$ cat config.mk
export PLATFORM = sky130hd
export DESIGN_NAME = uart_tx_fifo_flat
export DESIGN_NICKNAME = d
export VERILOG_FILES = /design/src/rtl/uart_tx_fifo_if.sv /design/src/rtl/uart_tx_fifo.sv /design/src/flat_wrapper.sv
export SDC_FILE = /design/constraint.sdc
export NUM_CORES = 1
export LEC_CHECK = 0
export CAP_MARGIN = 30
export CELL_PAD_IN_SITES_DETAIL_PLACEMENT = 0
export CELL_PAD_IN_SITES_GLOBAL_PLACEMENT = 1
export CORE_ASPECT_RATIO = 0.6
export CORE_MARGIN = 8
export CORE_UTILIZATION = 25
export CTS_CLUSTER_SIZE = 10
export DETAILED_ROUTE_END_ITERATION = 12
export GPL_TIMING_DRIVEN = 1
export PLACE_DENSITY_LB_ADDON = 0.1
export SKIP_LAST_GASP = 1
export SYNTH_ARGS = -nofsm -noshare
export SYNTH_HDL_FRONTEND = slang
export SYNTH_SLANG_ARGS = --single-unit
export TNS_END_PERCENT = 20
$ cat constraint.sdc
create_clock -name clk -period 3.56 [get_ports clk]
set_clock_uncertainty 0.05 [all_clocks]
set_input_delay 0.712 -clock clk [delete_from_list [all_inputs] [get_ports clk]]
set_output_delay 0.712 -clock clk [all_outputs]
set_load 0.02 [all_outputs]
$ cat src/rtl/uart_tx_fifo_if.sv
// Producer-side byte handshake and status bundle for uart_tx_fifo.
// The producer (master) drives din/wr_en and watches the FIFO and line status.
interface uart_tx_fifo_if;
    logic [7:0] din;
    logic       wr_en;
    logic       full;
    logic       empty;
    logic       busy;
    logic       tx_done;

    modport master (
        output din,
        output wr_en,
        input  full,
        input  empty,
        input  busy,
        input  tx_done
    );

    modport slave (
        input  din,
        input  wr_en,
        output full,
        output empty,
        output busy,
        output tx_done
    );
endinterface

$ cat src/rtl/uart_tx_fifo.sv
// Buffered UART transmitter: byte FIFO feeding an 8N1 serializer, LSB first.
// Define UART_TX_PARITY_EN to add an even-parity bit (8E1 frames).
module uart_tx_fifo #(
    parameter int CLK_FREQ   = 100_000_000,
    parameter int BAUD       = 9600,
    parameter int FIFO_DEPTH = 16
) (
    input  logic          clk,
    input  logic          reset,
    uart_tx_fifo_if.slave bus,
    output logic          tx
);

    localparam int DIVISOR = CLK_FREQ / BAUD;
    localparam int TIMER_W = $clog2(DIVISOR);
    localparam int PTR_W   = $clog2(FIFO_DEPTH);
    localparam int CNT_W   = PTR_W + 1;
    localparam logic [TIMER_W-1:0] BIT_LAST = TIMER_W'(DIVISOR - 1);

    typedef enum logic [2:0] {
        S_IDLE,
        S_START,
        S_DATA,
`ifdef UART_TX_PARITY_EN
        S_PARITY,
`endif
        S_STOP
    } state_t;

    state_t             state_q, state_d;
    logic [TIMER_W-1:0] timer_q, timer_d;
    logic [2:0]         bit_idx_q, bit_idx_d;
    logic [7:0]         shift_q, shift_d;
    logic [PTR_W-1:0]   wr_ptr_q, wr_ptr_d;
    logic [PTR_W-1:0]   rd_ptr_q, rd_ptr_d;
    logic [CNT_W-1:0]   count_q, count_d;
    logic               full_q, full_d;
    logic               empty_q, empty_d;
    logic               tx_q, tx_d;
    logic               busy_q, busy_d;
    logic               tx_done_q, tx_done_d;
    logic [7:0]         mem_q [FIFO_DEPTH];
    logic               push;
    logic               pop;
    logic               bit_end;
`ifdef UART_TX_PARITY_EN
    logic               parity_q, parity_d;
`endif

    // FIFO bookkeeping; flags come from the next count so they are registered
    always_comb begin
        push     = bus.wr_en && !full_q;
        wr_ptr_d = push ? wr_ptr_q + PTR_W'(1) : wr_ptr_q;
        rd_ptr_d = pop  ? rd_ptr_q + PTR_W'(1) : rd_ptr_q;
        count_d  = count_q + CNT_W'(push) - CNT_W'(pop);
        full_d   = (count_d == CNT_W'(FIFO_DEPTH));
        empty_d  = (count_d == '0);
    end

    always_ff @(posedge clk) begin
        if (push) begin
            mem_q[wr_ptr_q] <= bus.din;
        end
    end

    always_ff @(posedge clk) begin
        if (reset) begin
            state_q   <= S_IDLE;
            timer_q   <= '0;
            bit_idx_q <= '0;
            wr_ptr_q  <= '0;
            rd_ptr_q  <= '0;
            count_q   <= '0;
            full_q    <= 1'b0;
            empty_q   <= 1'b1;
            tx_q      <= 1'b1;
            busy_q    <= 1'b0;
            tx_done_q <= 1'b0;
        end else begin
            state_q   <= state_d;
            timer_q   <= timer_d;
            bit_idx_q <= bit_idx_d;
            wr_ptr_q  <= wr_ptr_d;
            rd_ptr_q  <= rd_ptr_d;
            count_q   <= count_d;
            full_q    <= full_d;
            empty_q   <= empty_d;
            tx_q      <= tx_d;
            busy_q    <= busy_d;
            tx_done_q <= tx_done_d;
        end
    end

    always_ff @(posedge clk) begin
        shift_q <= shift_d;
`ifdef UART_TX_PARITY_EN
        parity_q <= parity_d;
`endif
    end

    always_comb begin
        state_d   = state_q;
        bit_idx_d = bit_idx_q;
        shift_d   = shift_q;
        pop       = 1'b0;
        bit_end   = (timer_q == BIT_LAST);
        timer_d   = (state_q == S_IDLE) ? '0 : timer_q + TIMER_W'(1);
        if (bit_end) begin
            timer_d = '0;
        end
        case (state_q)
            S_IDLE: begin
                if (!empty_q) begin
                    pop     = 1'b1;
                    shift_d = mem_q[rd_ptr_q];
                    state_d = S_START;
                end
            end
            S_START: begin
                if (bit_end) begin
                    state_d   = S_DATA;
                    bit_idx_d = '0;
                end
            end
            S_DATA: begin
                if (bit_end) begin
                    shift_d = {1'b0, shift_q[7:1]};
                    if (bit_idx_q == 3'd7) begin
`ifdef UART_TX_PARITY_EN
                        state_d = S_PARITY;
`else
                        state_d = S_STOP;
`endif
                    end else begin
                        bit_idx_d = bit_idx_q + 3'd1;
                    end
                end
            end
`ifdef UART_TX_PARITY_EN
            S_PARITY: begin
                if (bit_end) begin
                    state_d = S_STOP;
                end
            end
`endif
            S_STOP: begin
                // Chain straight into the next start bit when more data waits
                if (bit_end) begin
                    if (!empty_q) begin
                        pop     = 1'b1;
                        shift_d = mem_q[rd_ptr_q];
                        state_d = S_START;
                    end else begin
                        state_d = S_IDLE;
                    end
                end
            end
            default: begin
                state_d = S_IDLE;
            end
        endcase
    end

`ifdef UART_TX_PARITY_EN
    always_comb begin
        parity_d = pop ? ^mem_q[rd_ptr_q] : parity_q;
    end
`endif

    // Outputs are registered from the next state so tx lines up with state_q
    always_comb begin
        tx_d      = 1'b1;
        busy_d    = (state_d != S_IDLE);
        tx_done_d = (state_d == S_STOP) && (timer_d == BIT_LAST);
        case (state_d)
            S_START:  tx_d = 1'b0;
            S_DATA:   tx_d = shift_d[0];
`ifdef UART_TX_PARITY_EN
            S_PARITY: tx_d = parity_q;
`endif
            default:  tx_d = 1'b1;
        endcase
    end

    assign tx          = tx_q;
    assign bus.full    = full_q;
    assign bus.empty   = empty_q;
    assign bus.busy    = busy_q;
    assign bus.tx_done = tx_done_q;

endmodule

$ cat src/flat_wrapper.sv
// flat-port wrapper written by rule: the top's interface ports become plain ports
module uart_tx_fifo_flat 
#(
    parameter int CLK_FREQ   = 100_000_000,
    parameter int BAUD       = 9600,
    parameter int FIFO_DEPTH = 16
)
  (clk, reset, tx, bus_din, bus_wr_en, bus_full, bus_empty, bus_busy, bus_tx_done);
  uart_tx_fifo_if bus_i ();
  input  logic clk;
  input  logic reset;
  output logic tx;
  input wire logic [$bits(bus_i.din)-1:0] bus_din;
  input wire logic [$bits(bus_i.wr_en)-1:0] bus_wr_en;
  output wire logic [$bits(bus_i.full)-1:0] bus_full;
  output wire logic [$bits(bus_i.empty)-1:0] bus_empty;
  output wire logic [$bits(bus_i.busy)-1:0] bus_busy;
  output wire logic [$bits(bus_i.tx_done)-1:0] bus_tx_done;
  assign bus_i.din = bus_din;
  assign bus_i.wr_en = bus_wr_en;
  assign bus_full = bus_i.full;
  assign bus_empty = bus_i.empty;
  assign bus_busy = bus_i.busy;
  assign bus_tx_done = bus_i.tx_done;
  uart_tx_fifo #(.CLK_FREQ(CLK_FREQ), .BAUD(BAUD), .FIFO_DEPTH(FIFO_DEPTH)) u_core (.clk(clk), .reset(reset), .bus(bus_i), .tx(tx));
endmodule
==> impl_metrics.json, run 1 <==
{
  "post-dp-hpwl_mm": 12.1,
  "clock-sinks": 178,
  "async_flop_share_pct": 0,
  "use_met1_pct": 14.9,
  "hold_path.class": "register to register",
  "n_antenna_cell": 0,
  "cp_slowest_cell": "or4b_4",
  "netlist_instances": 483,
  "avgSynthCellArea_sq_um": 15.4,
  "crit_type": "register to register",
  "grt_max_degree": 29,
  "synth_common_cells": "edfxtp_1, nor2_1, dfxtp_1",
  "clk_pin_slew_ps": 70,
  "route.detailed.drc": 0,
  "synth_ff_type": "edfxtp_1",
  "crit_chain": "or4b_4, nor4_4, buf_4, nand3_4, a211oi_4, ha_4, inv_2, ha_4, inv_2, fa_2, inv_2, a21o_1, a21oi_2, xnor2_2, or2_4, nor2b_1",
  "drive_above_1_share_pct": 24.6,
  "outcome": "finished, final reports clean",
  "hold_viol": 0,
  "yosys_register_bits": 178,
  "slowest_delay_ps": 570,
  "maxSlewViolCount": 0,
  "cts_buffers": 17,
  "fill_cells": 2977,
  "min_period_over_period_pct": 95.0,
  "synth.top_cell.area_share_pct": 54.3,
  "crit_buf_inv": 4,
  "gp_congestion": 0.722,
  "min_path_cells": 1,
  "use_met2_pct": 14.7,
  "dr.pass1.iters": 7,
  "fin_total_pwr_uw": 5350,
  "setup_violations": 0,
  "grt_setup_unrepaired": "false",
  "start_kind": "register",
  "seq_area_frac_synth_pct": 65.9,
  "yosysMostFrequentCell": "edfxtp_1",
  "fin_crit_ps": 3380,
  "critPathRequiredTime_ps": 3880,
  "io_buffers": 15,
  "antenna_found_initial": 0,
  "syn2layout_area_growth_pct": 20.1,
  "ff_latch_area_sq_um": 4920,
  "cp_common_cell": "inv_2",
  "htreeDepth": 4,
  "max_freq_ghz": 0.296,
  "grtUsageTotal_pct": 10.4,
  "grtUsageMet3_pct": 3.09,
  "min_from": "u_core.timer_q[0]",
  "clockRootBuffer": "clkbuf_16",
  "path_depth": 16,
  "relSlewSlack_pct": 51.8,
  "crit_start": "u_core.timer_q[10]",
  "post_synth_num_cell_types": 59,
  "grt_first_pass_wirelength_mm": 26.4,
  "yosysTopAreaCell": "edfxtp_1",
  "pin_count": 16,
  "first_iter_violations": 214,
  "syn_nets": 508,
  "worst_pin_slew_ps": 722,
  "rows": 49,
  "core_sq_um": 29700,
  "die_area_sq_um": 35800,
  "final_core_util_pct": 30.2,
  "crit_family": "simple AND/OR/NAND/NOR gates",
  "setup.worst_path.end_class": "register",
  "busiest_layer": "met1",
  "wirelength_mm": 17.7,
  "antenna_left": 0,
  "viasPerCell": 4.34,
  "overflow": 0,
  "path_max_fanout": 2,
  "clockBufferDepth": 2,
  "synth_edf_count": 135,
  "cts_tree": "built",
  "fin_hold_ws_ps": 430,
  "crit_arrival_ps": 3710,
  "initial_core_util_pct": 25.1,
  "reg2reg_depth": 16,
  "drv_cap": 0,
  "grt_pass1_vias": 4190,
  "setup_tns_ps": 0,
  "ir_drop_mv": 0.262,
  "yosysWarnings": 0,
  "die_w_um": 239,
  "timing.rr.start": "u_core.timer_q[10]",
  "insertion_delay_ps": 440,
  "p_per_area_nw_per_um2": 598,
  "synthTopCellsByArea": "edfxtp_1, dfxtp_1, mux4_2, nor2_1, ha_1",
  "syn_area_sq_um": 7460,
  "wl_per_cell_um": 18.6,
  "fp.dieH_um": 150,
  "routed-via-count": 4132,
  "power_leakage_uw": 0.00295,
  "nets": 556,
  "multiInputGateArea_sq_um": 2410
}
stage by stage:
step	cell area [sq um]	setup slack, ps	cells
after global routing	8960	4.20	952
after CTS	8890	15.1	946
after global placement	8300	116	914
after floorplan	7490	0.447	483
final	8960	176	952
after detailed placement	8300	53.0	914
worst paths after layout:
check | endpoint | slack (ps)
hold reg to reg | u_core.timer_q[0] | 430
setup reg to reg | u_core.bus.full | 180
hold / removal | u_core.timer_q[0] | 430
setup / recovery | u_core.bus.full | 180
kinds of logic after synthesis:
logic type	share of synthesized area, %
DFF	65.9
buffers and inverters	2.45
adders and majority gates	2.45
other	0.0503
xor gates and xnor gates	2.58
and+or+nand+nor	9.42
muxes	13.0
AOI/OAI and AO/OA	4.13
state kept, by name, summed over array words and instances, names as in the netlist, named ones only:
name / cells
u_core.mem_q: 128
u_core.timer_q: 14
u_core.shift_q: 8
u_core.count_q: 5
u_core.rd_ptr_q: 4
u_core.wr_ptr_q: 4
u_core.bit_idx_q: 3
u_core.state_q: 3
u_core.bus.busy: 1
u_core.bus.empty: 1
u_core.bus.full: 1
u_core.bus.tx_done: 1
u_core.tx: 1
placed cells by master (no fill, tap or decap), drive strengths merged, types with 12 or more instances in the layout:
| cell type | Yosys | routed |
|---|---|---|
| mux4 | 38 | 38 |
| dfxtp | 43 | 43 |
| clkdlybuf4s50 | 0 | 15 |
| nand2 | 30 | 30 |
| clkbuf | 19 | 19 |
| xor2 | 12 | 12 |
| nor2 | 48 | 48 |
| edfxtp | 135 | 135 |
| ha | 13 | 13 |
| buf | 7 | 40 |
| a21oi | 13 | 13 |
| inv | 16 | 19 |
layer usage:
| metal | wire length [um] | part of all wire (%) | up-vias |
|---|---|---|---|
| met4 | 191 | 1.1 | 0 |
| met1 | 9280 | 52 | 2113 |
| li1 | - | - | 1929 |
| met3 | 842 | 4.7 | 11 |
| met5 | 0 | 0 | - |
| met2 | 7440 | 42 | 79 |
timing repair:
| item | in CTS | in global routing |
|---|---|---|
| endpoints found under the hold margin | 0 | 0 |
| gates resized for setup | 0 | 5 |
| setup endpoints to repair | 0 | 3 |
| hold buffers | 0 | 0 |
| setup buffers | 0 | 6 |
power breakdown:
group	internal, uW	switching, uW
Clock	1110	797
Sequential	2360	100
Combinational	491	498
area by class of cell:
| class | count | area share (%) |
|---|---|---|
| Timing Repair Buffer | 55 | 5.17 |
| Multi-Input combinational cell | 263 | 27.0 |
| Clock buffer | 19 | 4.83 |
| Inverter | 16 | 0.670 |
| Clock inverter | 13 | 1.77 |
| Tap cell | 408 | 5.70 |
| Sequential cell | 178 | 54.9 |
(Power assumes the default switching activity.)
==> run 2: changes to the inputs <==
--- a/config.mk
+++ b/config.mk
@@ -9,7 +9,6 @@
 export CELL_PAD_IN_SITES_DETAIL_PLACEMENT = 0
 export CELL_PAD_IN_SITES_GLOBAL_PLACEMENT = 1
 export CORE_ASPECT_RATIO = 0.6
-export CORE_MARGIN = 8
 export CORE_UTILIZATION = 25
 export CTS_CLUSTER_SIZE = 10
 export DETAILED_ROUTE_END_ITERATION = 12
==> constraint.sdc (replaced) <==
create_clock -name clk -period 2.8 [get_ports clk]
set_clock_uncertainty 0.05 [all_clocks]
set_input_delay 0.56 -clock clk [delete_from_list [all_inputs] [get_ports clk]]
set_output_delay 0.56 -clock clk [all_outputs]
set_load 0.02 [all_outputs]
==> impl_metrics.json, run 2 (synthesis gave the netlist of run 1 again) <==
{
  "route.detailed.drc": 0,
  "outcome": "complete, but fails checks",
  "maxSlewViolCount": 0,
  "nets": 569,
  "crit_arrival_ps": 3670,
  "antenna_left": 0,
  "largest-register": "u_core.mem_q",
  "dr.pass1.iters": 4,
  "reg2reg_depth": 16,
  "syn2layout_area_growth_pct": 20.9,
  "htreeDepth": 4,
  "routed-via-count": 4149,
  "grtUsageTotal_pct": 12.4,
  "post-dp-hpwl_mm": 12.1,
  "wirelength_mm": 17.5,
  "wl_per_cell_um": 18.3,
  "setup.worst_path.end_class": "register",
  "fin_crit_ps": 3340,
  "fin_ws_ps": -544,
  "timing.rr.start": "u_core.timer_q[9]",
  "die_w_um": 225,
  "max_freq_ghz": 0.299,
  "setup_violations": 6,
  "power_leakage_uw": 0.00300,
  "pin_count": 16,
  "dp_cells": 924,
  "overflow": 0,
  "grt_pass1_vias": 4089,
  "io_buffers": 15,
  "instances_no_fill": 957,
  "antenna_found_initial": 1,
  "fp.dieH_um": 136,
  "final_common_cell": "edfxtp_1",
  "slowest_delay_ps": 550,
  "path_max_fanout": 2,
  "die_area_sq_um": 30600,
  "dp_slack_ps": -594,
  "grt_max_degree": 34,
  "crit_chain": "or4b_4, nor4_4, buf_4, nand3_4, a211oi_4, ha_4, inv_4, ha_4, inv_2, fa_2, inv_2, a21o_1, a21oi_2, xnor2_1, or2_4, nor2b_1",
  "crit_type": "register to register",
  "core_sq_um": 29100,
  "critPathRequiredTime_ps": 3130,
  "p_per_area_nw_per_um2": 746,
  "clockRootBuffer": "clkbuf_16",
  "cp_slowest_cell": "or4b_4",
  "min_from": "u_core.bit_idx_q[2]",
  "grt_setup_unrepaired": "true",
  "cts_tree": "built",
  "min_period_over_period_pct": 119,
  "first_iter_violations": 254,
  "worst-r2r-setup-slack_ps": -540,
  "clk_pin_slew_ps": 70,
  "final_cell_mix": "edfxtp_1, buf_4, nor2_1",
  "hold_end": "u_core.bit_idx_q[2]",
  "clock-sinks": 178,
  "initial_core_util_pct": 25.7,
  "ctsHoldBuffers": 0,
  "hold_path.class": "register to register",
  "fin_hold_ws_ps": 474,
  "gp_congestion": 0.733,
  "final_core_util_pct": 31.0,
  "largest_register_ff_count": 128,
  "failed_checks": "negative setup slack",
  "setup_tns_ps": -1920,
  "clockBufferDepth": 2,
  "insertion_delay_ps": 440,
  "r2r_end": "u_core.bus.full",
  "drv_cap": 0,
  "hold_viol": 0,
  "relSlewSlack_pct": 55.5,
  "worst_pin_slew_ps": 666,
  "drive_above_1_share_pct": 26.3,
  "start_kind": "register",
  "ir_drop_mv": 0.349,
  "cts_buffers": 17,
  "min_path_cells": 2,
  "grt_first_pass_wirelength_mm": 26.7,
  "rows": 48,
  "reg_top3": "u_core.mem_q x128, u_core.timer_q x14, u_core.shift_q x8",
  "viasPerCell": 4.34
}
-- run 2: power by group --
group	internal, uW	leakage [uW]	total [uW]	switching [uW]
Combinational	646	0.00115	1300	656
Sequential	3000	0.00158	3100	93.7
Clock	1310	0.000271	2330	1030
-- run 2: worst max-delay path: cells and delay by family, from the launching register on --
kind | cells | cell delay [ps]
AND/OR/NAND/NOR | 5 | 1240
adder cells (fa/ha/maj) | 3 | 740
XOR/XNOR | 1 | 140
flip-flops | 1 | 320
AO/OA/AOI/OAI | 3 | 490
buffers and inverters | 4 | 310
-- run 2: worst max-delay path by stage --
stage	startpoint	to	slack, ps	depth (start not counted)
after global routing	u_core.timer_q[9]	u_core.bus.full	-660	16
after detailed placement	u_core.timer_q[8]	u_core.bus.full	-590	12
after CTS	u_core.timer_q[8]	u_core.bus.full	-560	16
final	u_core.timer_q[9]	u_core.bus.full	-540	16
after floorplan	u_core.timer_q[9]	u_core.bus.full	-740	17
after global placement	u_core.timer_q[8]	u_core.bus.full	-600	12
-- run 2: per-layer routing --
layer  vias up  global-route usage, %  share of wire, %
met5         -                      0                 0
met3        14                   3.00               3.3
met4         0                   4.76               1.4
met1      2123                   19.6                56
met2        52                   15.8                39
li1       1960                      -                 -
-- run 2: cell type report --
type	count	area, sq um
antenna	1	2.50
clock buffer	18	429
clock inverter	13	135
fill	2913	20000
inverter	16	62.6
multi-input combinational	263	2400
sequential	178	4920
tap	400	500
timing repair buffer	68	573
-- run 2: repair_timing --
item	4_1_cts	5_1_grt
buffers inserted	1	0
pin swaps	1	9
endpoints found under the setup margin	6	6
resized for setup	1	3
-- run 2: stage by stage --
stage | area (sq um) | power [uW]
floorplan | 7490 | 4000
global placement | 8440 | 4440
detailed placement | 8440 | 4450
CTS | 9020 | 6830
global route | 9020 | 7050
finish | 9020 | 6730
